==> src/rtl/mc_pkg.sv <==
`default_nettype none
// ============================================================================
//  Module      : mc_pkg
//  Description : Shared constants for the multicycle control path and the ALU:
//                FSM state codes, MIPS opcode/funct codes, ALU opcode
//                encoding and the instruction-class type used by the decoder.
//  Revision    : 1.0  initial release
// ============================================================================
package mc_pkg;

    // FSM state codes (codes 5..7 are unused and recover to FETCH)
    localparam logic [2:0] ST_FETCH  = 3'd0;
    localparam logic [2:0] ST_DECODE = 3'd1;
    localparam logic [2:0] ST_EXEC   = 3'd2;
    localparam logic [2:0] ST_MEM    = 3'd3;
    localparam logic [2:0] ST_WB     = 3'd4;

    // Primary opcodes, instr[31:26]
    localparam logic [5:0] OP_RTYPE = 6'h00;
    localparam logic [5:0] OP_J     = 6'h02;
    localparam logic [5:0] OP_BEQ   = 6'h04;
    localparam logic [5:0] OP_BNE   = 6'h05;
    localparam logic [5:0] OP_ADDI  = 6'h08;
    localparam logic [5:0] OP_ADDIU = 6'h09;
    localparam logic [5:0] OP_ANDI  = 6'h0C;
    localparam logic [5:0] OP_ORI   = 6'h0D;
    localparam logic [5:0] OP_LW    = 6'h23;
    localparam logic [5:0] OP_SW    = 6'h2B;

    // R-type function codes, instr[5:0]
    localparam logic [5:0] FN_SLL  = 6'h00;
    localparam logic [5:0] FN_SRL  = 6'h02;
    localparam logic [5:0] FN_SRA  = 6'h03;
    localparam logic [5:0] FN_JR   = 6'h08;
    localparam logic [5:0] FN_ADD  = 6'h20;
    localparam logic [5:0] FN_ADDU = 6'h21;
    localparam logic [5:0] FN_SUB  = 6'h22;
    localparam logic [5:0] FN_SUBU = 6'h23;
    localparam logic [5:0] FN_AND  = 6'h24;
    localparam logic [5:0] FN_OR   = 6'h25;
    localparam logic [5:0] FN_NOR  = 6'h27;
    localparam logic [5:0] FN_SLT  = 6'h2A;

    // ALU opcode encoding shared with the ALU
    localparam logic [3:0] ALU_NOP  = 4'h0;
    localparam logic [3:0] ALU_ADD  = 4'h1;
    localparam logic [3:0] ALU_ADDU = 4'h2;
    localparam logic [3:0] ALU_SUB  = 4'h3;
    localparam logic [3:0] ALU_SUBU = 4'h4;
    localparam logic [3:0] ALU_AND  = 4'h5;
    localparam logic [3:0] ALU_OR   = 4'h6;
    localparam logic [3:0] ALU_NOR  = 4'h7;
    localparam logic [3:0] ALU_SLT  = 4'h8;
    localparam logic [3:0] ALU_SLL  = 4'h9;
    localparam logic [3:0] ALU_SRL  = 4'hA;
    localparam logic [3:0] ALU_SRA  = 4'hB;
    localparam logic [3:0] ALU_JR   = 4'hC;
    localparam logic [3:0] ALU_BNE  = 4'hD;

    // Instruction class: selects the FSM path after DECODE
    typedef enum logic [2:0] {
        CLS_RALU    = 3'd0,   // R-type ALU op, writes rd
        CLS_IALU    = 3'd1,   // immediate ALU op, writes rt
        CLS_LW      = 3'd2,
        CLS_SW      = 3'd3,
        CLS_BRANCH  = 3'd4,   // beq / bne
        CLS_JR      = 3'd5,
        CLS_J       = 3'd6,
        CLS_ILLEGAL = 3'd7
    } instr_class_e;

    // True for the classes that visit the MEM state
    function automatic logic is_mem_class(input instr_class_e cls);
        return (cls == CLS_LW) || (cls == CLS_SW);
    endfunction

endpackage
`default_nettype wire

==> src/rtl/mc_decode.sv <==
`default_nettype none
// ============================================================================
//  Module      : mc_decode
//  Description : Purely combinational instruction decode for the multicycle
//                control path.
//  Ports       : i_opcode   - instr[31:26]
//                i_funct    - instr[5:0]
//                o_alu_op   - ALU opcode (ALU_NOP for undecodable instructions)
//                o_alu_src  - 1 = immediate operand
//                o_sign_ext - 1 = sign-extend imm16
//                o_cls      - instruction class
//                o_legal    - 1 when the instruction is decodable
//  Revision    : 1.0  initial release
// ============================================================================
module mc_decode
    import mc_pkg::*;
(
    input  logic [5:0]   i_opcode,
    input  logic [5:0]   i_funct,
    output logic [3:0]   o_alu_op,
    output logic         o_alu_src,
    output logic         o_sign_ext,
    output instr_class_e o_cls,
    output logic         o_legal
);

    always_comb begin
        o_alu_op   = ALU_NOP;
        o_alu_src  = 1'b0;
        o_sign_ext = 1'b1;
        o_cls      = CLS_ILLEGAL;

        case (i_opcode)
            OP_RTYPE: begin
                o_cls = CLS_RALU;
                case (i_funct)
                    FN_ADD:  o_alu_op = ALU_ADD;
                    FN_ADDU: o_alu_op = ALU_ADDU;
                    FN_SUB:  o_alu_op = ALU_SUB;
                    FN_SUBU: o_alu_op = ALU_SUBU;
                    FN_AND:  o_alu_op = ALU_AND;
                    FN_OR:   o_alu_op = ALU_OR;
                    FN_NOR:  o_alu_op = ALU_NOR;
                    FN_SLT:  o_alu_op = ALU_SLT;
                    FN_SLL:  o_alu_op = ALU_SLL;
                    FN_SRL:  o_alu_op = ALU_SRL;
                    FN_SRA:  o_alu_op = ALU_SRA;
                    FN_JR: begin
                        o_alu_op = ALU_JR;
                        o_cls    = CLS_JR;
                    end
                    default: o_cls = CLS_ILLEGAL;
                endcase
            end
            OP_J: o_cls = CLS_J;
            OP_BEQ: begin
                o_alu_op = ALU_SUB;
                o_cls    = CLS_BRANCH;
            end
            OP_BNE: begin
                // BNE opcode makes the ALU raise Zero on inequality
                o_alu_op = ALU_BNE;
                o_cls    = CLS_BRANCH;
            end
            OP_ADDI: begin
                o_alu_op  = ALU_ADD;
                o_alu_src = 1'b1;
                o_cls     = CLS_IALU;
            end
            OP_ADDIU: begin
                o_alu_op  = ALU_ADDU;
                o_alu_src = 1'b1;
                o_cls     = CLS_IALU;
            end
            OP_ANDI: begin
                o_alu_op   = ALU_AND;
                o_alu_src  = 1'b1;
                o_sign_ext = 1'b0;
                o_cls      = CLS_IALU;
            end
            OP_ORI: begin
                o_alu_op   = ALU_OR;
                o_alu_src  = 1'b1;
                o_sign_ext = 1'b0;
                o_cls      = CLS_IALU;
            end
            OP_LW: begin
                o_alu_op  = ALU_ADD;
                o_alu_src = 1'b1;
                o_cls     = CLS_LW;
            end
            OP_SW: begin
                o_alu_op  = ALU_ADD;
                o_alu_src = 1'b1;
                o_cls     = CLS_SW;
            end
            default: o_cls = CLS_ILLEGAL;
        endcase

        // An undecodable instruction never carries ALU controls
        if (o_cls == CLS_ILLEGAL) begin
            o_alu_op   = ALU_NOP;
            o_alu_src  = 1'b0;
            o_sign_ext = 1'b1;
        end
        o_legal = (o_cls != CLS_ILLEGAL);
    end

endmodule
`default_nettype wire

==> src/rtl/mc_control.sv <==
`default_nettype none
// ============================================================================
//  Module      : mc_control
//  Description : Multicycle MIPS-subset control FSM
//                (FETCH -> DECODE -> EXEC -> MEM -> WB).
//  Parameters  : TRAP_ON_ILLEGAL - 1 = pulse illegal on an undecodable
//                                  instruction, 0 = silent no-op
//  Ports       : clk, rst (async, active-high)
//                opcode, funct   - instruction fields from the IR
//                zero            - ALU Zero flag
//                mem_ready       - memory access complete
//                alu_op, alu_src, sign_ext    - datapath ALU controls
//                pc_write, pc_src, ir_write   - PC / IR controls
//                reg_write, reg_dst, mem_to_reg - register-file controls
//                mem_req, mem_we              - memory controls
//                illegal         - one-cycle undecodable-instruction pulse
//                state           - current FSM state (debug)
//  Revision    : 1.0  initial release
// ============================================================================
module mc_control
    import mc_pkg::*;
#(
    parameter bit TRAP_ON_ILLEGAL = 1'b1
) (
    input  logic       clk,
    input  logic       rst,
    input  logic [5:0] opcode,
    input  logic [5:0] funct,
    input  logic       zero,
    input  logic       mem_ready,
    output logic [3:0] alu_op,
    output logic       alu_src,
    output logic       sign_ext,
    output logic       pc_write,
    output logic [1:0] pc_src,
    output logic       ir_write,
    output logic       reg_write,
    output logic       reg_dst,
    output logic       mem_to_reg,
    output logic       mem_req,
    output logic       mem_we,
    output logic       illegal,
    output logic [2:0] state
);

    // ------------------------------------------------------------------
    // Decode (only consulted while in DECODE; results latched there)
    // ------------------------------------------------------------------
    logic [3:0]   dec_alu_op;
    logic         dec_alu_src;
    logic         dec_sign_ext;
    instr_class_e dec_cls;
    logic         dec_legal;

    mc_decode u_decode (
        .i_opcode   (opcode),
        .i_funct    (funct),
        .o_alu_op   (dec_alu_op),
        .o_alu_src  (dec_alu_src),
        .o_sign_ext (dec_sign_ext),
        .o_cls      (dec_cls),
        .o_legal    (dec_legal)
    );

    // ------------------------------------------------------------------
    // State and latched decode results
    // ------------------------------------------------------------------
    logic [2:0]   state_q,    state_d;
    logic [3:0]   alu_op_q,   alu_op_d;
    logic         alu_src_q,  alu_src_d;
    logic         sign_ext_q, sign_ext_d;
    instr_class_e cls_q,      cls_d;

    always_ff @(posedge clk or posedge rst) begin
        if (rst) begin
            state_q    <= ST_FETCH;
            alu_op_q   <= ALU_NOP;
            alu_src_q  <= 1'b0;
            sign_ext_q <= 1'b1;
            cls_q      <= CLS_ILLEGAL;
        end else begin
            state_q    <= state_d;
            alu_op_q   <= alu_op_d;
            alu_src_q  <= alu_src_d;
            sign_ext_q <= sign_ext_d;
            cls_q      <= cls_d;
        end
    end

    // Capturing in DECODE keeps ALU controls stable through EXEC/MEM/WB
    // even if the IR fields move underneath.
    always_comb begin
        alu_op_d   = alu_op_q;
        alu_src_d  = alu_src_q;
        sign_ext_d = sign_ext_q;
        cls_d      = cls_q;
        if (state_q == ST_DECODE) begin
            alu_op_d   = dec_alu_op;
            alu_src_d  = dec_alu_src;
            sign_ext_d = dec_sign_ext;
            cls_d      = dec_cls;
        end
    end

    // ------------------------------------------------------------------
    // Next-state logic
    // ------------------------------------------------------------------
    always_comb begin
        state_d = ST_FETCH;
        case (state_q)
            ST_FETCH:  state_d = mem_ready ? ST_DECODE : ST_FETCH;
            ST_DECODE: begin
                if (dec_cls == CLS_J || dec_cls == CLS_ILLEGAL) begin
                    state_d = ST_FETCH;
                end else begin
                    state_d = ST_EXEC;
                end
            end
            ST_EXEC: begin
                if (cls_q == CLS_BRANCH || cls_q == CLS_JR) begin
                    state_d = ST_FETCH;
                end else if (is_mem_class(cls_q)) begin
                    state_d = ST_MEM;
                end else begin
                    state_d = ST_WB;
                end
            end
            ST_MEM: begin
                if (!mem_ready) begin
                    state_d = ST_MEM;
                end else if (cls_q == CLS_LW) begin
                    state_d = ST_WB;
                end else begin
                    state_d = ST_FETCH;
                end
            end
            ST_WB:   state_d = ST_FETCH;
            default: state_d = ST_FETCH;
        endcase
    end

    // ------------------------------------------------------------------
    // Output logic
    // ------------------------------------------------------------------
    logic in_exec_phase;
    assign in_exec_phase = (state_q == ST_EXEC) || (state_q == ST_MEM) ||
                           (state_q == ST_WB);

    always_comb begin
        alu_op     = ALU_NOP;
        alu_src    = 1'b0;
        sign_ext   = 1'b1;
        pc_write   = 1'b0;
        pc_src     = 2'd0;
        ir_write   = 1'b0;
        reg_write  = 1'b0;
        reg_dst    = 1'b0;
        mem_to_reg = 1'b0;
        mem_req    = 1'b0;
        mem_we     = 1'b0;
        illegal    = 1'b0;

        if (in_exec_phase) begin
            alu_op   = alu_op_q;
            alu_src  = alu_src_q;
            sign_ext = sign_ext_q;
        end

        case (state_q)
            ST_FETCH: begin
                mem_req = 1'b1;
                if (mem_ready) begin
                    ir_write = 1'b1;
                    pc_write = 1'b1;
                    pc_src   = 2'd0;
                end
            end
            ST_DECODE: begin
                if (dec_cls == CLS_J) begin
                    pc_write = 1'b1;
                    pc_src   = 2'd2;
                end
                illegal = TRAP_ON_ILLEGAL && !dec_legal;
            end
            ST_EXEC: begin
                if (cls_q == CLS_BRANCH) begin
                    // beq and bne both branch on Zero (bne ALU op inverts it)
                    pc_write = zero;
                    pc_src   = 2'd1;
                end else if (cls_q == CLS_JR) begin
                    pc_write = 1'b1;
                    pc_src   = 2'd3;
                end
            end
            ST_MEM: begin
                mem_req = 1'b1;
                mem_we  = (cls_q == CLS_SW);
            end
            ST_WB: begin
                reg_write  = 1'b1;
                reg_dst    = (cls_q == CLS_RALU);
                mem_to_reg = (cls_q == CLS_LW);
            end
            default: ;
        endcase

        // Reset takes effect on the outputs without waiting for a clock edge
        if (rst) begin
            alu_op     = ALU_NOP;
            alu_src    = 1'b0;
            sign_ext   = 1'b1;
            pc_write   = 1'b0;
            pc_src     = 2'd0;
            ir_write   = 1'b0;
            reg_write  = 1'b0;
            reg_dst    = 1'b0;
            mem_to_reg = 1'b0;
            mem_req    = 1'b0;
            mem_we     = 1'b0;
            illegal    = 1'b0;
        end
    end

    assign state = state_q;

endmodule
`default_nettype wire

==> config.mk <==
export PLATFORM = sky130hd
export DESIGN_NAME = mc_control
export DESIGN_NICKNAME = d
export VERILOG_FILES = /design/src/rtl/mc_pkg.sv /design/src/rtl/mc_decode.sv /design/src/rtl/mc_control.sv
export SDC_FILE = /design/constraint.sdc
export NUM_CORES = 1
export LEC_CHECK = 0
export BUFFER_PORTS_ARGS = -buffer_cell sky130_fd_sc_hd__buf_4
export CORE_ASPECT_RATIO = 0.8
export CORE_MARGIN = 2
export CORE_UTILIZATION = 40
export DETAILED_ROUTE_END_ITERATION = 16
export PLACE_DENSITY = 0.71
export SKIP_CTS_REPAIR_TIMING = 1
export SLEW_MARGIN = 40
export SYNTH_ARGS = -nofsm -noshare
export SYNTH_HDL_FRONTEND = slang
export SYNTH_SLANG_ARGS = --single-unit
==> constraint.sdc <==
create_clock -name clk -period 1.9 [get_ports clk]
set_input_delay 0.285 -clock clk [delete_from_list [all_inputs] [get_ports clk]]
set_output_delay 0.285 -clock clk [all_outputs]
set_load 0.005 [all_outputs]
==> results of run 1 <==
[final cells by class]
class                   count  area, um2  share of cell area (%)
flip-flops and latches     12        308                    21.2
multi-input cells         120        742                    51.0
well taps                  36       45.0                    3.10
clock buffers               4       26.3                    1.81
repair buffers             40        308                    21.2
inverters                   7       26.3                    1.81
[critical path, delay by kind of cell, from the launching register on]
kind / cells / cell delay [ps]
buffers and inverters: 3 / 400
AND/OR/NAND/NOR: 3 / 340
flip-flops: 1 / 410
AO/OA/AOI/OAI: 1 / 140
[path summary, 6_finish.rpt]
path,startpoint,endpoint,cells after the start
max,state[0],alu_op[3],7
min,rst,alu_op_q[3],2
max reg2reg,state[1],alu_op_q[2],6
min reg2reg,alu_op_q[0],alu_op_q[0],2
max in group asynchronous,rst,state[2],2
min in group clk,funct[3],alu_op_q[0],2
[kinds of logic (layout without fill, tap and decap cells)]
logic type      after synthesis  count (layout)  share of synthesized area, %
compound gates               44              44                          26.6
xor+xnor                      3               3                          2.44
buf+inv                      17              51                          6.16
flops                        12              12                          28.3
mux                           1               1                         0.929
simple gates                 72              72                          35.5
[power groups by stage]
stage	registers, mW	logic (mW)	clock network (mW)
after floorplan	0.312	0.172	0
after global routing	0.326	0.342	0.186
final	0.321	0.308	0.168
after CTS	0.315	0.270	0.173
after global placement	0.319	0.265	0
after detailed placement	0.320	0.269	0
[cells in the final DEF (no fill, tap or decap), drive strengths merged, types with 2 or more instances in the layout]
cell type and instances:
o31ai 2, dfstp 4, o21ai 9, nor2 24, a31oi 5, a21oi 10
nand3 4, nand2 14, nor4 4, a32o 2, xnor2 3, a21o 2
and3 2, a22oi 2, a211oi 3, inv 7, nor3 4, o21a 2
buf 40, clkbuf 4, a22o 2, nand3b 2, dfrtp 8, nand2b 6
and2 6
[registers in the layout (all words and copies together) (netlist names)]
register and cells:
alu_op_q 4, cls_q 3, state 3, alu_src_q 1
sign_ext_q 1
[layer usage]
layer / vias to the layer above / track usage, %
li1: 604 / -
met1: 577 / 32.9
met2: 37 / 31.4
met3: 0 / 5.67
met4: 0 / 1.06
met5: - / 0
==> metrics.md, run 1 <==
| Metric | Value |
|---|---|
| Achievable Freq | 541 MHz |
| Layout Nets | 200 |
| CTS Sinks | 12 |
| Tot GR Track Use | 21.4% |
| Initial antenna violation count | 0 |
| Critical path capture point type | primary output |
| Psw | 0.283 mW |
| Width of the die | 62.0 um |
| Mean area per synthesized cell | 7.23 um2 |
| FF+latch count, synth | 12 |
| Avg WL per Cell | 13.8 um |
| Highest routed layer | met3 |
| Global-route wire length before repair | 5060 um |
| Overflow after GRT | 0 |
| IO buf count | 34 |
| Top cell type's share of synthesized area | 18.6% |
| Final core occ | 58.2% |
| Synth cell count leaders | nor2_1 (24), nand2_1 (14), a21oi_1 (10) |
| Vias per std cell | 5.56 |
| CTS Buf Count | 3 |
| Hold Slack | 79.9 ps |
| Hold Path Class | in2async |
| Met3 wire len | 163 um |
| Routed length on met1 | 1470 um |
| Placement Setup Slack | 188 ps |
| Sequential area share after synthesis | 28.3% |
| Setup-failing EPs final | 0 |
| Tmin final | 1850 ps |
| Site Rows | 16 |
| # DRC | 0 |
| Leak pwr | 0.642 nW |
| Post-layout worst setup margin | 51.5 ps |
| Slew @ Worst Pin | 486 ps |
| Final Hold Vio Count | 0 |
| PwrDens | 548 nW/um2 |
| Critical path cell sequence | buf_4 > nor2_4 > nand2_1 > a21oi_2 > buf_6 > and2_1 > buf_4 |
| # fillers | 226 |
| Core Area | 2500 um2 |
| Crit path kind | reg2out |
| RSZ-0062 raised after global routing | yes |
| Area Overhead vs Synth | 35.1% |
| CP max stage cell | dfrtp_1 |
| Most frequent cell after synthesis | nor2_1 |
| DR iter-0 viols | 97 |
| Final Cycle Share | 97.3% |
| CTS tree | built |
| Layout cell share with drive strength beyond 1 | 31.7% |
| Vias in the first global route | 1091 |
| Area leader, netlist | dfrtp_1 |
| Switch share | 35.5% |
| CP most frequent cell | buf_4 |
| Comb power frac | 38.6% |
| R2r setup slk | 410 ps |
| CP arrival | 1560 ps |
| Placed cell area | 1360 um2 |
| Number of cells produced by synthesis | 149 |
| Post-route insts no fill | 219 |
| Die ar. | 3130 um2 |
| Synth warnings | 0 |
| VDD IR max | 354 uV |
| Maxcap violations | 0 |
| Synth area leaders | dfrtp_1 (19%), dfstp_2 (9.8%), nor2_1 (8.4%), nand2_1 (4.9%), a21oi_1 (4.6%) |
| Data required time at the worst endpoint | 1620 ps |
| Die H | 50.4 um |
| Final setup TNS | 0 ps |
| DRT Wirelength | 3010 um |
| Internal Power | 0.514 mW |
| Outcome | completed |
| Post-Layout Inst Area | 1460 um2 |
| EDFF count, synth | 0 |
| CTS H-Tree Depth | 1 |
| Relative slew slack | 67.6% |
| Worst skew pair latency | 270 ps |
| Fin. max-slew vios | 0 |
| Initial DRT Pass Iterations | 4 |
| Worst Path Max Fanout | 6 |
| FFs w/ async S/R, synth | 100% |
| Vias | 1218 |
| # diodes | 0 |
| Primary FF master, synth | dfrtp_1 |
| Initial core utilization | 43.0% |
| Flop pwr share | 40.3% |
| Clk pwr share | 21.1% |
| Syn Nets | 165 |
| Clk root buf | clkbuf_4 |
| Clock transition at path regs | 80 ps |
| Startpoint types | flop |
| Final Total Pwr | 0.797 mW |
| Pin count of the biggest net entering global routing | 13 |
| CTS max path bufs | 2 |
| Max stage delay on crit path | 410 ps |
| Gpl congestion | 0.959 |
| IO Count | 35 |
| Synth unique cells | 39 |
| Placed cells | 212 |
| Post-DP HPWL | 2350 um |
| Final ANT Viol Nets | 0 |
| Setup Skew | 4.91 ps |
| DR WL met2 | 1380 um |
| Synth Cell Area | 1080 um2 |
No activity file was read; power rests on OpenSTA's default activity.
==> run 2: changes to the inputs <==
--- a/config.mk
+++ b/config.mk
@@ -7,10 +7,12 @@
 export LEC_CHECK = 0
 export BUFFER_PORTS_ARGS = -buffer_cell sky130_fd_sc_hd__buf_4
 export CORE_ASPECT_RATIO = 0.8
-export CORE_MARGIN = 2
+export CORE_MARGIN = 4
 export CORE_UTILIZATION = 40
 export DETAILED_ROUTE_END_ITERATION = 16
+export HOLD_SLACK_MARGIN = 0.15
 export PLACE_DENSITY = 0.71
+export RECOVER_POWER = 25
 export SKIP_CTS_REPAIR_TIMING = 1
 export SLEW_MARGIN = 40
 export SYNTH_ARGS = -nofsm -noshare
==> metrics.md, run 2 (synthesis results as in run 1) <==
| Metric | Value |
|---|---|
| Setup crit start | state[0] |
| Startpoint types | flop |
| Flop pwr share | 38.1% (-2.2 points) |
| Register area | 308 um2 (unchanged) |
| Fin. max-slew vios | 0 (unchanged) |
| Area occupied by multi-input gates | 741 um2 (-0.17%) |
| Layout Nets | 203 (+1.5%) |
| DR iter-0 viols | 147 (+52%) |
| Tmin final | 1870 ps (+23.5 ps) |
| Psw | 0.287 mW (+1.4%) |
| VDD IR max | 412 uV (+16%) |
| Setup Skew | 1.44 ps (-3.46 ps) |
| Crit path kind | reg2out |
| RSZ-0062 raised after global routing | yes |
| Most common cell after layout, fill and taps aside | buf_4 |
| Area Overhead vs Synth | 37.9% |
| Vias per std cell | 5.57 (+0.19%) |
| Worst R2R End | alu_op_q[1] |
| DRT Wirelength | 3290 um (+9.1%) |
| Setup-failing EPs final | 0 (unchanged) |
| Placement Setup Slack | 194 ps (+6.18 ps) |
| Leak pwr | 0.663 nW (+3.3%) |
| Final ANT Viol Nets | 0 (unchanged) |
| # diodes | 0 (unchanged) |
| Clk root buf | clkbuf_4 |
| Initial antenna violation count | 0 (unchanged) |
| Gpl congestion | 0.924 (-3.7%) |
| Final Cycle Share | 98.5% (+1.2 points) |
| Maxcap violations | 0 (unchanged) |
| Post-DP HPWL | 2430 um (+3.3%) |
| Outcome | completed |
| Initial core utilization | 43.0% (unchanged) |
| CP arrival | 1590 ps (+30 ps) |
| Die ar. | 3590 um2 (+15%) |
| Clk pwr share | 23.7% (+2.6 points) |
| CP endpoint | alu_op[1] |
| Final Hold Vio Count | 0 (unchanged) |
| Achievable Freq | 534 MHz (-1.3%) |
| Layout cell share with drive strength beyond 1 | 32.8% (+1.1 points) |
| Vias in the first global route | 1062 (-2.7%) |
| Relative slew slack | 68.0% (+0.43 points) |
| Placed cells | 212 (unchanged) |
| Avg WL per Cell | 14.8 um (+7.7%) |
| Slew @ Worst Pin | 479 ps (-6.47 ps) |
| Most frequent cells in the layout | buf_4 (41), nor2_1 (23), nand2_1 (12), a21oi_1 (10) |
| Worst skew pair latency | 270 ps (about the same) |
| Biggest register | alu_op_q |
| Data required time at the worst endpoint | 1620 ps (about the same) |
| R2r setup slk | 360 ps (-50 ps) |
| CTS H-Tree Depth | 1 (unchanged) |
| CTS tree | built |
| # DRC | 0 (unchanged) |
| CTS Buf Count | 3 (unchanged) |
| Post-route insts no fill | 222 (+1.4%) |
| Width of the die | 66.0 um (+6.4%) |
| Clock transition at path regs | 70 ps (about the same) |
| Switch share | 33.9% (-1.6 points) |
| CTS max path bufs | 2 (unchanged) |
| Overflow after GRT | 0 (unchanged) |
| R2R cell count | 4 (-2) |
| Vias | 1237 (+1.6%) |
| # fillers | 233 (+3.1%) |
| CTS Sinks | 12 (unchanged) |
| Post-layout worst setup margin | 28.0 ps (-23.5 ps) |
| Worst Path Max Fanout | 6 (unchanged) |
| Tot GR Track Use | 17.9% (-3.6 points) |
| Initial DRT Pass Iterations | 4 (unchanged) |
| Internal Power | 0.559 mW (+8.8%) |
| IO Count | 35 (unchanged) |
| PwrDens | 570 nW/um2 (+4.0%) |
| WHS Path Cells | 2 |
| Pin count of the biggest net entering global routing | 13 (unchanged) |
| Hold Path Class | in2reg |
| Site Rows | 16 (unchanged) |
| Worst r2r src | state[1] |
| Die H | 54.4 um (+7.9%) |
| Global-route wire length before repair | 4890 um (-3.5%) |
| IO buf count | 34 (unchanged) |
| Max reg flops | 4 (unchanged) |
| Critical path capture point type | primary output |
| Comb power frac | 38.1% (-0.5 points) |
| Core Area | 2500 um2 (unchanged) |
-- run 2: cell types whose count changed in the layout (fill, tap and decap cells not counted), sizes merged --
cell,before,now
buf,40,42
dlygate4sd3,0,1
-- run 2: area by class of cell --
class	count	area share, %
clock buffers	4	2.44
flip-flops and latches	12	20.7
inverters	7	1.77
repair buffers	43	22.2
multi-input cells	120	49.9
well taps	36	3.03
-- run 2: power by group through the flow --
stage                     Combinational [mW]  Sequential [mW]  Clock, mW
after floorplan                        0.172            0.312          0
after global placement                 0.265            0.318          0
after detailed placement               0.271            0.320          0
after CTS                              0.273            0.316      0.206
after global routing                   0.355            0.328      0.222
final                                  0.323            0.323      0.201
-- run 2: metrics by stage --
step | power [mW] | TNS, ps | area, um2 | hold WS (ps) | util, %
after floorplan | 0.484 | 0 | 1080 | 329 | -
after global placement | 0.583 | 0 | 1360 | 377 | 54.4
after detailed placement | 0.590 | 0 | 1360 | 380 | 54.4
after CTS | 0.794 | -284 | 1400 | 84.8 | 55.8
after global routing | 0.904 | -476 | 1490 | 255 | 59.4
final | 0.846 | 0 | 1490 | 251 | 59.4
-- run 2: worst max-delay path, stage by stage (launching register included) --
cell     delay (ps)
dfrtp_1         410
buf_4           160
nor2_4          120
nand2_2          70
a21oi_1         130
buf_4           170
and2_1          150
buf_4           110
-- run 2: metal layers --
layer	global-route usage (%)	part of all wire, %
met1	25.7	46
met2	27.8	47
met3	4.72	7.2
met4	2.03	0
met5	0	0
-- run 2: worst min-delay path by stage --
stage                  start     endpoint  slack [ps]
floorplan                rst  alu_op_q[0]         330
global placement         rst    alu_src_q         380
detailed placement       rst    alu_src_q         380
CTS                      rst    alu_src_q          80
global route        funct[3]  alu_op_q[1]         260
finish              funct[3]  alu_op_q[0]         250
